File: config.mk
export PLATFORM = sky130hd
export DESIGN_NAME = pc_fetch
export DESIGN_NICKNAME = d
export VERILOG_FILES = /design/src/rtl/pipeline_pkg.sv /design/src/rtl/fetch_skid.sv /design/src/rtl/pc_fetch.sv
export SDC_FILE = /design/constraint.sdc
export NUM_CORES = 1
export LEC_CHECK = 0
export BUFFER_PORTS_ARGS = -buffer_cell sky130_fd_sc_hd__buf_2
export CAP_MARGIN = 40
export CORE_ASPECT_RATIO = 0.5
export CORE_UTILIZATION = 35
export CTS_BUF_LIST = sky130_fd_sc_hd__clkbuf_16
export CTS_CLUSTER_SIZE = 16
export DETAILED_ROUTE_END_ITERATION = 8
export GPL_ROUTABILITY_DRIVEN = 0
export GPL_TIMING_DRIVEN = 0
export HOLD_SLACK_MARGIN = 0.15
export PLACE_DENSITY_LB_ADDON = 0.2
export SLEW_MARGIN = 0
export SYNTH_ARGS = -nofsm -noshare
export SYNTH_HDL_FRONTEND = slang
export SYNTH_SLANG_ARGS = --single-unit
File: constraint.sdc
create_clock -name clk -period 6.2 [get_ports clk]
set_input_delay 1.24 -clock clk [delete_from_list [all_inputs] [get_ports clk]]
set_output_delay 1.24 -clock clk [all_outputs]
set_load 0.02 [all_outputs]
File: src/rtl/pipeline_pkg.sv
// Shared pipeline definitions: widths, reset/NOP constants and the fetch FSM state type.
package pipeline_pkg;

    localparam int unsigned INST_W = 32;
    localparam int unsigned ADDR_W = 32;

    localparam logic [ADDR_W-1:0] RESET_PC_DEFAULT = 32'h0000_0000;
    localparam logic [INST_W-1:0] NOP_INST         = 32'h0000_0000;

    typedef enum logic [1:0] {
        ST_IDLE,
        ST_FETCH,
        ST_HOLD,
        ST_DROP
    } fetch_state_t;

endpackage

File: src/rtl/fetch_skid.sv
// One-entry {pc, inst} holding register for a fetch response that arrives while ID is stalled.
module fetch_skid
    import pipeline_pkg::*;
(
    input  logic              clk,
    input  logic              rst,
    input  logic              load,
    input  logic              drain,
    input  logic              flush,
    input  logic [ADDR_W-1:0] load_pc,
    input  logic [INST_W-1:0] load_inst,
    output logic [ADDR_W-1:0] pc,
    output logic [INST_W-1:0] inst,
    output logic              valid
);

    // flush (redirect) wins over load and drain
    always_ff @(posedge clk or posedge rst) begin
        if (rst) begin
            pc    <= '0;
            inst  <= NOP_INST;
            valid <= 1'b0;
        end else if (flush) begin
            inst  <= NOP_INST;
            valid <= 1'b0;
        end else if (load) begin
            pc    <= load_pc;
            inst  <= load_inst;
            valid <= 1'b1;
        end else if (drain) begin
            inst  <= NOP_INST;
            valid <= 1'b0;
        end
    end

endmodule

File: src/rtl/pc_fetch.sv
// Instruction-fetch stage: PC, single outstanding imem request, IF/ID output slot and skid.
// Optional FETCH_ALIGN_CHECK_EN adds the fetch_misalign flag for misaligned redirect targets.
module pc_fetch
    import pipeline_pkg::*;
#(
    parameter logic [ADDR_W-1:0] RESET_PC = RESET_PC_DEFAULT
) (
    input  logic              clk,
    input  logic              rst,
    input  logic              stall,
    input  logic              br_taken,
    input  logic [ADDR_W-1:0] br_target,
    output logic              imem_req,
    output logic [ADDR_W-1:0] imem_addr,
`ifdef FETCH_ALIGN_CHECK_EN
    output logic              fetch_misalign,
`endif
    input  logic              imem_ack,
    input  logic [INST_W-1:0] imem_rdata,
    output logic [ADDR_W-1:0] if_pc,
    output logic [INST_W-1:0] if_inst,
    output logic              if_valid
);

    fetch_state_t      state;
    logic [ADDR_W-1:0] pc;
    logic [ADDR_W-1:0] req_addr;
    logic [ADDR_W-1:0] target;
    logic              slot_free;

    logic              skid_load;
    logic              skid_drain;
    logic              skid_flush;
    logic [ADDR_W-1:0] skid_pc;
    logic [INST_W-1:0] skid_inst;
    logic              skid_valid;

    assign target    = br_target & ~ADDR_W'(3);
    assign slot_free = !if_valid || !stall;
    assign imem_req  = (state == ST_FETCH) || (state == ST_DROP);
    assign imem_addr = req_addr;

    always_comb begin
        skid_flush = br_taken;
        skid_load  = 1'b0;
        skid_drain = 1'b0;
        if (!br_taken) begin
            skid_load  = (state == ST_FETCH) && imem_ack && !slot_free;
            skid_drain = (state == ST_HOLD) && !stall;
        end
    end

    fetch_skid u_skid (
        .clk       (clk),
        .rst       (rst),
        .load      (skid_load),
        .drain     (skid_drain),
        .flush     (skid_flush),
        .load_pc   (req_addr),
        .load_inst (imem_rdata),
        .pc        (skid_pc),
        .inst      (skid_inst),
        .valid     (skid_valid)
    );

    always_ff @(posedge clk or posedge rst) begin
        if (rst) begin
            state    <= ST_IDLE;
            pc       <= RESET_PC;
            req_addr <= RESET_PC;
            if_pc    <= '0;
            if_inst  <= NOP_INST;
            if_valid <= 1'b0;
`ifdef FETCH_ALIGN_CHECK_EN
            fetch_misalign <= 1'b0;
`endif
        end else begin
`ifdef FETCH_ALIGN_CHECK_EN
            fetch_misalign <= br_taken && (br_target[1:0] != 2'b00);
`endif
            if (br_taken) begin
                pc       <= target;
                if_valid <= 1'b0;
                if_inst  <= NOP_INST;
                unique case (state)
                    ST_IDLE: begin
                        req_addr <= target;
                        state    <= ST_FETCH;
                    end
                    ST_FETCH: begin
                        // an unacked request must still complete; its data is dropped later
                        if (imem_ack) req_addr <= target;
                        else          state    <= ST_DROP;
                    end
                    ST_HOLD: begin
                        req_addr <= target;
                        state    <= ST_FETCH;
                    end
                    ST_DROP: ;
                endcase
            end else begin
                if (!stall) begin
                    if_valid <= 1'b0;
                    if_inst  <= NOP_INST;
                end
                unique case (state)
                    ST_IDLE: begin
                        req_addr <= pc;
                        state    <= ST_FETCH;
                    end
                    ST_FETCH: begin
                        if (imem_ack) begin
                            pc       <= pc + ADDR_W'(4);
                            req_addr <= pc + ADDR_W'(4);
                            if (slot_free) begin
                                if_pc    <= req_addr;
                                if_inst  <= imem_rdata;
                                if_valid <= 1'b1;
                            end else begin
                                state <= ST_HOLD;
                            end
                        end
                    end
                    ST_HOLD: begin
                        if (!stall) begin
                            if_pc    <= skid_pc;
                            if_inst  <= skid_inst;
                            if_valid <= skid_valid;
                            state    <= ST_FETCH;
                        end
                    end
                    ST_DROP: begin
                        if (imem_ack) begin
                            req_addr <= pc;
                            state    <= ST_FETCH;
                        end
                    end
                endcase
            end
        end
    end

endmodule

==> summary.md <==
| Metric | Value |
|---|---|
| Outcome | finished clean |
| Max_slew headroom | 42.27% |
| Post-synthesis sequential area ratio | 51.41% |
| Routed WL | 27.71 mm |
| Setup crit end kind | flop |
| Setup violators final | 0 |
| Pre-antenna DRT Iters | 4 |
| DR DRC count | 0 |
| Design Area, Final | 11,220 µm² |
| Setup Crit Path Kind | input port to flop |
| RSZ-0062 raised after global routing | no |
| Die height | 117.3 µm |
| Fillcell total | 2,530 |
| Post-CTS Resized | 0 |
| Max_cap viols | 0 |
| Pin count of the biggest net entering global routing | 37 |
| Die footprint | 27,260 µm² |
| Mapped Cells | 895 |
| Cell variety after synth | 44 |
| Post-DRT Antenna Nets | 0 |
| Max Clock Skew | 0.01247 ns |
| Leakage Power | 5.056 nW |
| Worst skew pair latency | 0.45 ns |
| Setup TNS | 0 ns |
| Layout Utilization | 43.75% |
| Clk sinks | 191 |
| Vias in the first global route | 7,765 |
| Hold path start | u_skid.valid |
| Post-synth EDFFs | 0 |
| Row cnt | 41 |
| Critical path peak fanout | 10 |
| Hold Path Stages | 1 |
| Vias | 7,629 |
| Min setup slack post-route | 2.891 ns |
| H-tree depth | 4 |
| Final Max Slew Viols | 0 |
| Maximum clock path buffer count | 2 |
| Post-CTS Setup Bufs | 0 |
| Worst R2R End | if_pc[1] |
| Maximum vdd ir drop | 0.1702 mV |
| Fraction of registers with async set/reset | 100.0% |
| GRT Total Usage | 21.22% |
| Synthesized flop and latch total | 191 |
| Pre-CTS WS | 2.428 ns |
| Core area | 25,650 µm² |
| Post-CTS Hold Buffers | 0 |
| Count of input and output buffers | 163 |
| Layout area overhead | 20.70% |
| Root Driver | clkbuf_16 |
| Worst Hold End | u_skid.valid |
| Wire per inst | 19.21 µm |
| Antenna cells | 0 |
| Worst-path clk slew | 0.07 ns |
| DR vias/cell | 5.291 |
| Num ports | 167 |
| Reg2Reg Depth | 9 |
| Syn_area_per_cell | 10.39 µm² |
| Post-synth top flop | dfrtp_1 |
| Peak Freq | 302.2 MHz |
| Mapped Nets | 969 |
| Total overflow reported by the global router | 0 |
| # nets final | 1,159 |
| CTS tree | done |
| CP startpoint kind | input port |
| Reg2reg setup slack | 3.23 ns |
| Final Hold Fails | 0 |
| Area after DPL | 10,690 µm² |
| Yosys warns | 0 |
| Worst slew pin tran | 0.8660 ns |
| Critical Path RT | 6.51 ns |
| Crit share post-route | 53.38% |
| Tmin final | 3.309 ns |
| Iteration-0 DRC Markers | 656 |
| Initial antenna violation count | 0 |
| Crit path DAT | 3.62 ns |
| First-pass GRT wire length | 43.85 mm |
| Origin of the critical flop-to-flop path | state[1] |
| Hold crit path type | flop to flop |
| Die W | 232.5 µm |
| Synthesized area | 9298 µm² |
| CTS Buf Count | 17 |
| Share of layout cells above drive strength 1 | 23.95% |
| Dpl hpwl | 20.01 mm |
| Starting Density | 36.25% |
| Power density over the cells | 427.6 nW/µm² |
cell usage after synthesis, types with 8 or more instances:
cell	n	area, µm²
dfrtp_1	191	4780
nor2_1	89	334.1
nand2_1	67	251.5
a22o_1	65	569.3
clkbuf_1	52	195.2
a21oi_1	50	250.2
mux2_2	44	495.5
mux2i_1	39	390.4
xnor2_1	37	324.1
a22oi_1	33	247.7
o21ai_0	30	150.1
nand4_1	18	112.6
nor4_1	15	93.84
xor2_1	15	131.4
nor3_1	14	70.07
buf_2	12	60.06
inv_1	12	45.04
nand3_1	11	55.05
o221ai_1	9	78.83
and3_1	8	50.05
layout make-up:
type | count | area (µm²) | area share, %
Multi-Input combinational cell | 618 | 4172 | 37.17
Tap cell | 344 | 430.4 | 3.835
Inverter | 12 | 48.80 | 0.4348
Buffer | 74 | 301.5 | 2.687
Clock buffer | 17 | 425.4 | 3.791
Clock inverter | 15 | 107.6 | 0.9589
Timing Repair Buffer | 171 | 957.2 | 8.529
Sequential cell | 191 | 4780 | 42.59
power breakdown:
group,switching [mW],total [mW],internal [mW]
combinational,1.25,1.92,0.667
sequential,0.256,1.84,1.58
clock,0.502,1.05,0.544
total,2.01,4.80,2.79
sequential cells by signal, indices dropped and copies added, names as in the netlist:
register	cells
if_inst	32
if_pc	31
if_valid	1
imem_addr	31
pc	30
state	2
u_skid.inst	32
u_skid.pc	31
u_skid.valid	1
cells by family after synthesis:
logic type,synth area share (%)
mux,9.528
flops,51.41
compound gates,16.66
simple gates,13.11
fa+ha+maj,0.6729
buf+inv,3.728
xor+xnor,4.898
layer usage:
metal  up-vias  wire (µm)  track usage, %
met4         0        399           6.231
met1      3834      13170           28.55
li1       3607          -               -
met2       159      12760           33.89
met5         -          0               0
met3        29       1376           5.475
worst max-delay path by stage:
| stage | from | to | slack [ns] | cells after the start |
|---|---|---|---|---|
| after floorplan | rst | if_inst[0] | 2.50 | 1 |
| after global placement | rst | if_pc[25] | 1.16 | 2 |
| after detailed placement | br_taken | if_inst[3] | 2.43 | 6 |
| after CTS | br_taken | if_inst[3] | 2.93 | 6 |
| after global routing | br_taken | if_inst[23] | 2.73 | 6 |
| final | br_taken | if_inst[24] | 2.89 | 6 |
worst max-delay path, stage by stage:
cell	delay, ns
clkbuf_1	0.26
clkbuf_1	0.50
buf_2	0.35
buf_1	0.66
buf_1	0.48
nor2_1	0.11
through the flow:
| stage | power [mW] | cells | hold WS (ns) |
|---|---|---|---|
| 2_1_floorplan | 3.071 | 895 | 0.4496 |
| 3_3_place_gp | 3.740 | 1402 | 0.4636 |
| 3_5_place_dp | 3.786 | 1410 | 0.4737 |
| 4_1_cts | 4.845 | 1442 | 0.4891 |
| 5_1_grt | 5.123 | 1442 | 0.5010 |
| 6_report | 4.799 | 1442 | 0.4820 |
placed cells by master, fill, tap and decap left out, types with 5 or more instances in the layout:
cell and count:
clkbuf_16 17, buf_2 175, mux2i_1 39, nand2b_1 7
a21oi_1 50, a21boi_0 5, o31a_1 6, clkbuf_1 52
o21ai_0 30, or3_1 5, xnor2_1 37, nand2_1 67
nor3_1 14, buf_1 7, or2_2 5, a22o_1 65
mux2_2 44, and2_1 6, nor2_1 89, xor2_1 15
nand3_1 11, nand4_1 18, nor4_1 15, ha_1 5
o221ai_1 9, dfrtp_1 191, o21a_1 6, inv_1 15
buf_12 6, a22oi_1 33, and3_1 8
Note: power is estimated with default switching activity, not from simulation.
